File: config.mk
export PLATFORM = sky130hd
export DESIGN_NAME = y_sig_misr
export DESIGN_NICKNAME = d
export VERILOG_FILES = /design/src/rtl/y_sig_pkg.sv /design/src/rtl/y_fold.sv /design/src/rtl/y_sig_misr.sv
export SDC_FILE = /design/constraint.sdc
export NUM_CORES = 1
export LEC_CHECK = 0
export CAP_MARGIN = 40
export CORE_AREA = 2 2 556 558
export DETAILED_ROUTE_END_ITERATION = 10
export DIE_AREA = 0 0 558 560
export GPL_ROUTABILITY_DRIVEN = 0
export SYNTH_ARGS = -nofsm -noshare
export SYNTH_HDL_FRONTEND = slang
export SYNTH_HIERARCHICAL = 1
export SYNTH_SLANG_ARGS = --single-unit
File: constraint.sdc
create_clock -name clk -period 2.6 [get_ports clk]
set_input_delay 0.26 -clock clk [delete_from_list [all_inputs] [get_ports clk]]
set_output_delay 0.26 -clock clk [all_outputs]
set_load 0.02 [all_outputs]
File: src/rtl/y_sig_pkg.sv
// ------------------------------------------------------------------
// y_sig_pkg : shared constants and state encoding for the y-bus MISR
// Rev 1.0
// ------------------------------------------------------------------
`default_nettype none

package y_sig_pkg;

  localparam int SIG_WIDTH = 32;
  localparam logic [SIG_WIDTH-1:0] DEFAULT_POLY = 32'h04C11DB7;
  localparam logic [SIG_WIDTH-1:0] DEFAULT_SEED = 32'hFFFFFFFF;

  typedef enum logic [1:0] {
    ST_IDLE  = 2'd0,
    ST_RUN   = 2'd1,
    ST_FLUSH = 2'd2,
    ST_DONE  = 2'd3
  } state_t;

  function automatic logic [SIG_WIDTH-1:0] misr_step(
    input logic [SIG_WIDTH-1:0] s,
    input logic [SIG_WIDTH-1:0] poly,
    input logic [SIG_WIDTH-1:0] din
  );
    return {s[SIG_WIDTH-2:0], 1'b0} ^ (s[SIG_WIDTH-1] ? poly : '0) ^ din;
  endfunction

endpackage

`default_nettype wire

File: src/rtl/y_fold.sv
// ------------------------------------------------------------------
// y_fold : XOR-folds a wide bus into one 32-bit word, top slice zero-padded
// Rev 1.0
// ------------------------------------------------------------------
`default_nettype none

module y_fold
  import y_sig_pkg::*;
#(
  parameter int Y_WIDTH = 1390
) (
  input  logic [Y_WIDTH-1:0]   i_y,
  output logic [SIG_WIDTH-1:0] o_fold
);

  localparam int C_NSLICE = (Y_WIDTH + SIG_WIDTH - 1) / SIG_WIDTH;

  logic [C_NSLICE*SIG_WIDTH-1:0] w_pad;

  always_comb begin
    w_pad              = '0;
    w_pad[Y_WIDTH-1:0] = i_y;
    o_fold             = '0;
    for (int i = 0; i < C_NSLICE; i++) begin
      o_fold = o_fold ^ w_pad[i*SIG_WIDTH +: SIG_WIDTH];
    end
  end

endmodule

`default_nettype wire

File: src/rtl/y_sig_misr.sv
// ------------------------------------------------------------------
// y_sig_misr : captures N cycles of a wide y bus into a 32-bit MISR signature
// Rev 1.0
// ------------------------------------------------------------------
`default_nettype none

module y_sig_misr
  import y_sig_pkg::*;
#(
  parameter int                   Y_WIDTH = 1390,
  parameter logic [SIG_WIDTH-1:0] POLY    = DEFAULT_POLY,
  parameter logic [SIG_WIDTH-1:0] SEED    = DEFAULT_SEED
) (
  input  logic                 clk,
  input  logic                 rst_n,
  input  logic [Y_WIDTH-1:0]   y_in,
  input  logic                 start,
  input  logic [15:0]          num_cycles,
  output logic [SIG_WIDTH-1:0] sig,
  output logic                 busy,
  output logic                 done
);

  state_t               r_state;
  state_t               w_next_state;
  logic                 w_accept;
  logic [SIG_WIDTH-1:0] w_fold;
  logic [SIG_WIDTH-1:0] r_sig;
  logic [SIG_WIDTH-1:0] r_fold_q;
  logic                 r_fold_v;
  logic [15:0]          r_count;

  y_fold #(
    .Y_WIDTH (Y_WIDTH)
  ) u_fold (
    .i_y    (y_in),
    .o_fold (w_fold)
  );

  always_ff @(posedge clk or negedge rst_n) begin
    if (!rst_n) begin
      r_state <= ST_IDLE;
    end else begin
      r_state <= w_next_state;
    end
  end

  always_comb begin
    w_next_state = r_state;
    w_accept     = 1'b0;
    case (r_state)
      ST_IDLE, ST_DONE: begin
        if (start) begin
          w_accept     = 1'b1;
          w_next_state = (num_cycles != 16'd0) ? ST_RUN : ST_DONE;
        end
      end
      ST_RUN: begin
        if (r_count == 16'd1) begin
          w_next_state = ST_FLUSH;
        end
      end
      ST_FLUSH: w_next_state = ST_DONE;
      default:  w_next_state = ST_IDLE;
    endcase
  end

  // The fold is registered one cycle ahead of its MISR update; FLUSH drains the last one.
  always_ff @(posedge clk or negedge rst_n) begin
    if (!rst_n) begin
      r_sig    <= SEED;
      r_fold_q <= '0;
      r_fold_v <= 1'b0;
      r_count  <= '0;
    end else if (w_accept) begin
      r_sig    <= SEED;
      r_count  <= num_cycles;
      r_fold_v <= 1'b0;
    end else begin
      if (r_fold_v) begin
        r_sig <= misr_step(r_sig, POLY, r_fold_q);
      end
      if (r_state == ST_RUN) begin
        r_fold_q <= w_fold;
        r_fold_v <= 1'b1;
        r_count  <= r_count - 16'd1;
      end else if (r_state == ST_FLUSH) begin
        r_fold_v <= 1'b0;
      end
    end
  end

  assign sig  = r_sig;
  assign busy = (r_state == ST_RUN) || (r_state == ST_FLUSH);
  assign done = (r_state == ST_DONE);

endmodule

`default_nettype wire

==> summary by stage, run 1 <==
Outcome
The run finished with clean final reports.

Flow run
The reported max-cap violation count is 0.

Clock tree
The clock sink count is 83. The number of H-tree levels is 3. The number of buffers on the longest clock path is 2. The clock root buffer master is clkbuf_16. The latest clock arrival within the worst-skew pair is 0.43 ns.

The clock tree from TritonCTS is yes. Clock-pin slew was measured on the worst setup and hold paths at 0.10 ns. TritonCTS created 9 clock buffers.

Global route
The via count of the first global-routing pass came to 18100. Entering global routing, the biggest net connects 46 pins. Summed over all layers, the global routing overflow is 0. Across every metal layer, demand over resource in global routing totals 8.64%. The wire length of the first global-routing pass is 174000 um. The number of antenna violations at the first check in global routing is 145.

Timing
The clock period minus worst slack is 2.44 ns. Headroom to the max-slew limit came out at 50.8%. The transition time at the pin with the least slew margin is 0.731 ns.

After layout, the worst path uses 94.0% of the clock period. On the final layout, the worst hold slack is 0.303 ns. The max-slew violation count was 0. Derived from the worst setup path, the maximum achievable clock frequency is 0.409 GHz. The worst clock skew on the final layout is 0.0356 ns. Setup repair after global routing left no endpoint under its margin. The final count of negative-setup-slack endpoints is 0. The final count of hold timing violations is 0.

Worst setup path
In this design, the stage delay of the slowest critical-path cell is 0.56 ns. The worst setup path category is in -> reg. The signal on the critical path passes through clkdlybuf4s50_1, xnor2_1, buf_4, xnor2_1, xnor2_1, xnor2_1, xnor3_1, buf_4, mux2_2. The arrival time at the worst endpoint is 2.76 ns. Of all nets on the critical path, the largest fanout is 1. The worst setup path is captured at a flip-flop. Data on the critical path is required at its endpoint by 2.92 ns. The most numerous cell type found on the critical path is xnor2_1.

The slowest cell on the critical path is xnor2_1. The kind of start point of the critical path is a primary input. Measured in cells, the most critical reg-to-reg path has a length of 4.

Drt
The final wirelength is 141000 um. The per-cell routed wire length is 19.0 um. The number of DRC markers in iteration 0 is 405.

Using the TritonRoute via totals, the vias-per-cell ratio works out to 2.34. The detail route stage leaves a number of antenna-violating nets equal to 0. The first TritonRoute pass finished after 4 iterations. The number of remaining DRC errors is 0. For this block, the via count after detailed routing is 17300.

Synthesis
The synthesized netlist cell count is 1688. The share of the Yosys chip area taken by registers is 13.1%. The dominant cell by count in the synthesized netlist is xnor2_1. The post-synthesis cell type with the largest combined area is xnor2_1. For this run, asynchronously set or reset flops after synthesis account for 100%.

Dividing the synthesized area by the synthesized cell count gives 9.54 um^2. The count of cell types in the netlist is 33. The cell area that synthesis handed to floorplanning was 16100 um^2. In the post-synthesis netlist, the biggest area contributors are xnor2_1 64%, xor2_1 8.5%, dfrtp_1 7.9%. The number of nets in the synthesized netlist is 3103.

The synthesized design contains 83 register bits. Yosys printed 6 warnings. Counting instances in the post-synthesis netlist gives the leading cell types as 1170 x xnor2_1, 157 x xor2_1, 69 x nand2_1, 51 x dfrtp_1, 45 x xnor3_1. The number of enable flip-flop cells after synthesis is 0. The top flip-flop cell by instance count after synthesis is dfrtp_1. The area share of the largest cell type after synthesis is 63.6%.

Layout
The register cell area after layout is 2120 um^2. The total of fill cells in the finished design is 35300. The final layout contains 4667 nets. From synthesis to final layout, the design area changed by 132%. The footprint of the multi-input gates is 13900 um^2. The post-route netlist has 6.75% of its cells at a drive strength greater than 1. The number of standard cells in the layout, taps in and fillers out is 7418.

Floorplanning
The die is 560 um tall. The count of boundary I/O pins is 1443. The area of the die is 312000 um^2.

The starting utilization of the core area is 5.25%. Row generation in the floorplan step produced 204 rows. The floorplan step set the die width to 558 um. The area of the core region is 307000 um^2.

Placement
Detailed placement finished with a half-perimeter wire length of 132000 um. The count of port buffers added during placement is 1442. The placed instance count is 7360.

Hold path
The worst hold path class is in -> async.

Pwr
The analysis attributes to cell leakage a power of 11.8 nW. The total power is 20.4 mW. VDD sags by at most 0.480 mV. The power per standard cell area is 546 nW/um^2.
-- critical path: cells and delay by family --
kind | cells | cell delay, ns
xor gates and xnor gates | 5 | 1.43
buffers and inverters | 3 | 0.81
muxes | 1 | 0.25
-- report_power, final --
part / internal (mW) / switching, mW
logic: 9.35 / 6.51
clock network: 0.764 / 0.822
registers: 2.08 / 0.856
-- cells in the final DEF, fill, tap and decap left out, drive strengths merged --
cell type         n
a21boi            1
a21oi            18
a31o              1
a31oi             1
a41oi             1
and3b             1
buf             130
bufinv            1
clkbuf           10
clkdlybuf4s50  1441
clkinv            2
dfrtp            51
dfstp            32
diode            41
dlygate4sd3       1
ha                6
inv               9
mux2             33
nand2            69
nand2b            1
nand3             4
nand3b            1
nand4             2
nand4b            1
nor2             18
nor2b             1
nor3              2
nor4              7
nor4b             1
o21ai            33
o41ai             1
or3b              1
or4               3
or4b              1
xnor2          1170
xnor3            45
xor2            157
-- cell families after synthesis --
family	count (synthesis)	share of synthesized area, %
buffers and inverters	25	0.582
multiplexers	33	2.31
flip-flops	83	13.1
AO/OA/AOI/OAI	56	1.88
adder cells (fa/ha/maj)	6	0.466
AND/OR/NAND/NOR	113	3.19
XOR/XNOR	1372	78.4
-- flip-flops by register name, indices dropped and copies added, names as in the netlist --
signal    count
sig          32
r_count      16
r_fold_q     32
r_state       2
r_fold_v      1
-- final timing paths --
check,slack [ns],start,end
min in group clk,0.48,num_cycles[3],r_count[3]
max reg2reg,0.70,r_count[5],r_state[0]
max,0.16,y_in[313],r_fold_q[25]
min reg2reg,0.53,r_fold_q[2],r_fold_q[2]
max in group asynchronous,1.46,rst_n,sig[7]
min,0.30,rst_n,r_fold_q[21]
-- through the flow --
stage	setup slack (ns)	utilization [%]	area [um^2]	setup TNS (ns)
2_1_floorplan	0.703	-	16100	0
3_3_place_gp	-0.433	12.0	36900	-1.75
3_5_place_dp	-0.316	12.0	36900	-1.39
4_1_cts	0.152	12.1	37200	0
5_1_grt	0.0843	12.1	37300	0
6_report	0.156	12.2	37300	0
-- layer usage --
metal	GRT usage, %	up-vias	share of wire [%]
li1	-	8429	-
met1	8.48	7483	34
met2	15.6	1033	51
met3	4.09	273	12
met4	3.25	110	3.0
met5	0	-	0.50
-- cell type report --
class                   count  share of cell area (%)
inverters                   6                  0.0604
multi-input cells        1580                    37.3
repair buffers           1572                    42.0
diodes                     41                   0.275
clock buffers              10                   0.614
clock inverters             6                   0.194
well taps                4120                    13.8
flip-flops and latches     83                    5.68
-- timing repair --
action | 4_1_cts | 5_1_grt
setup buffers | 0 | 0
endpoints found under the hold margin | 8 | 0
hold buffers | 1 | 0
setup endpoints to repair | 0 | 1
gates resized for setup | 0 | 1
No activity file was read; power rests on OpenSTA's default activity.
==> run 2, diff against run 1 <==
--- a/config.mk
+++ b/config.mk
@@ -10,6 +10,7 @@
 export DETAILED_ROUTE_END_ITERATION = 10
 export DIE_AREA = 0 0 558 560
 export GPL_ROUTABILITY_DRIVEN = 0
+export SETUP_SLACK_MARGIN = 0.02
 export SYNTH_ARGS = -nofsm -noshare
 export SYNTH_HDL_FRONTEND = slang
 export SYNTH_HIERARCHICAL = 1
==> results of run 2 <==
The final DEF is identical to that of run 1; final timing and power are the same.
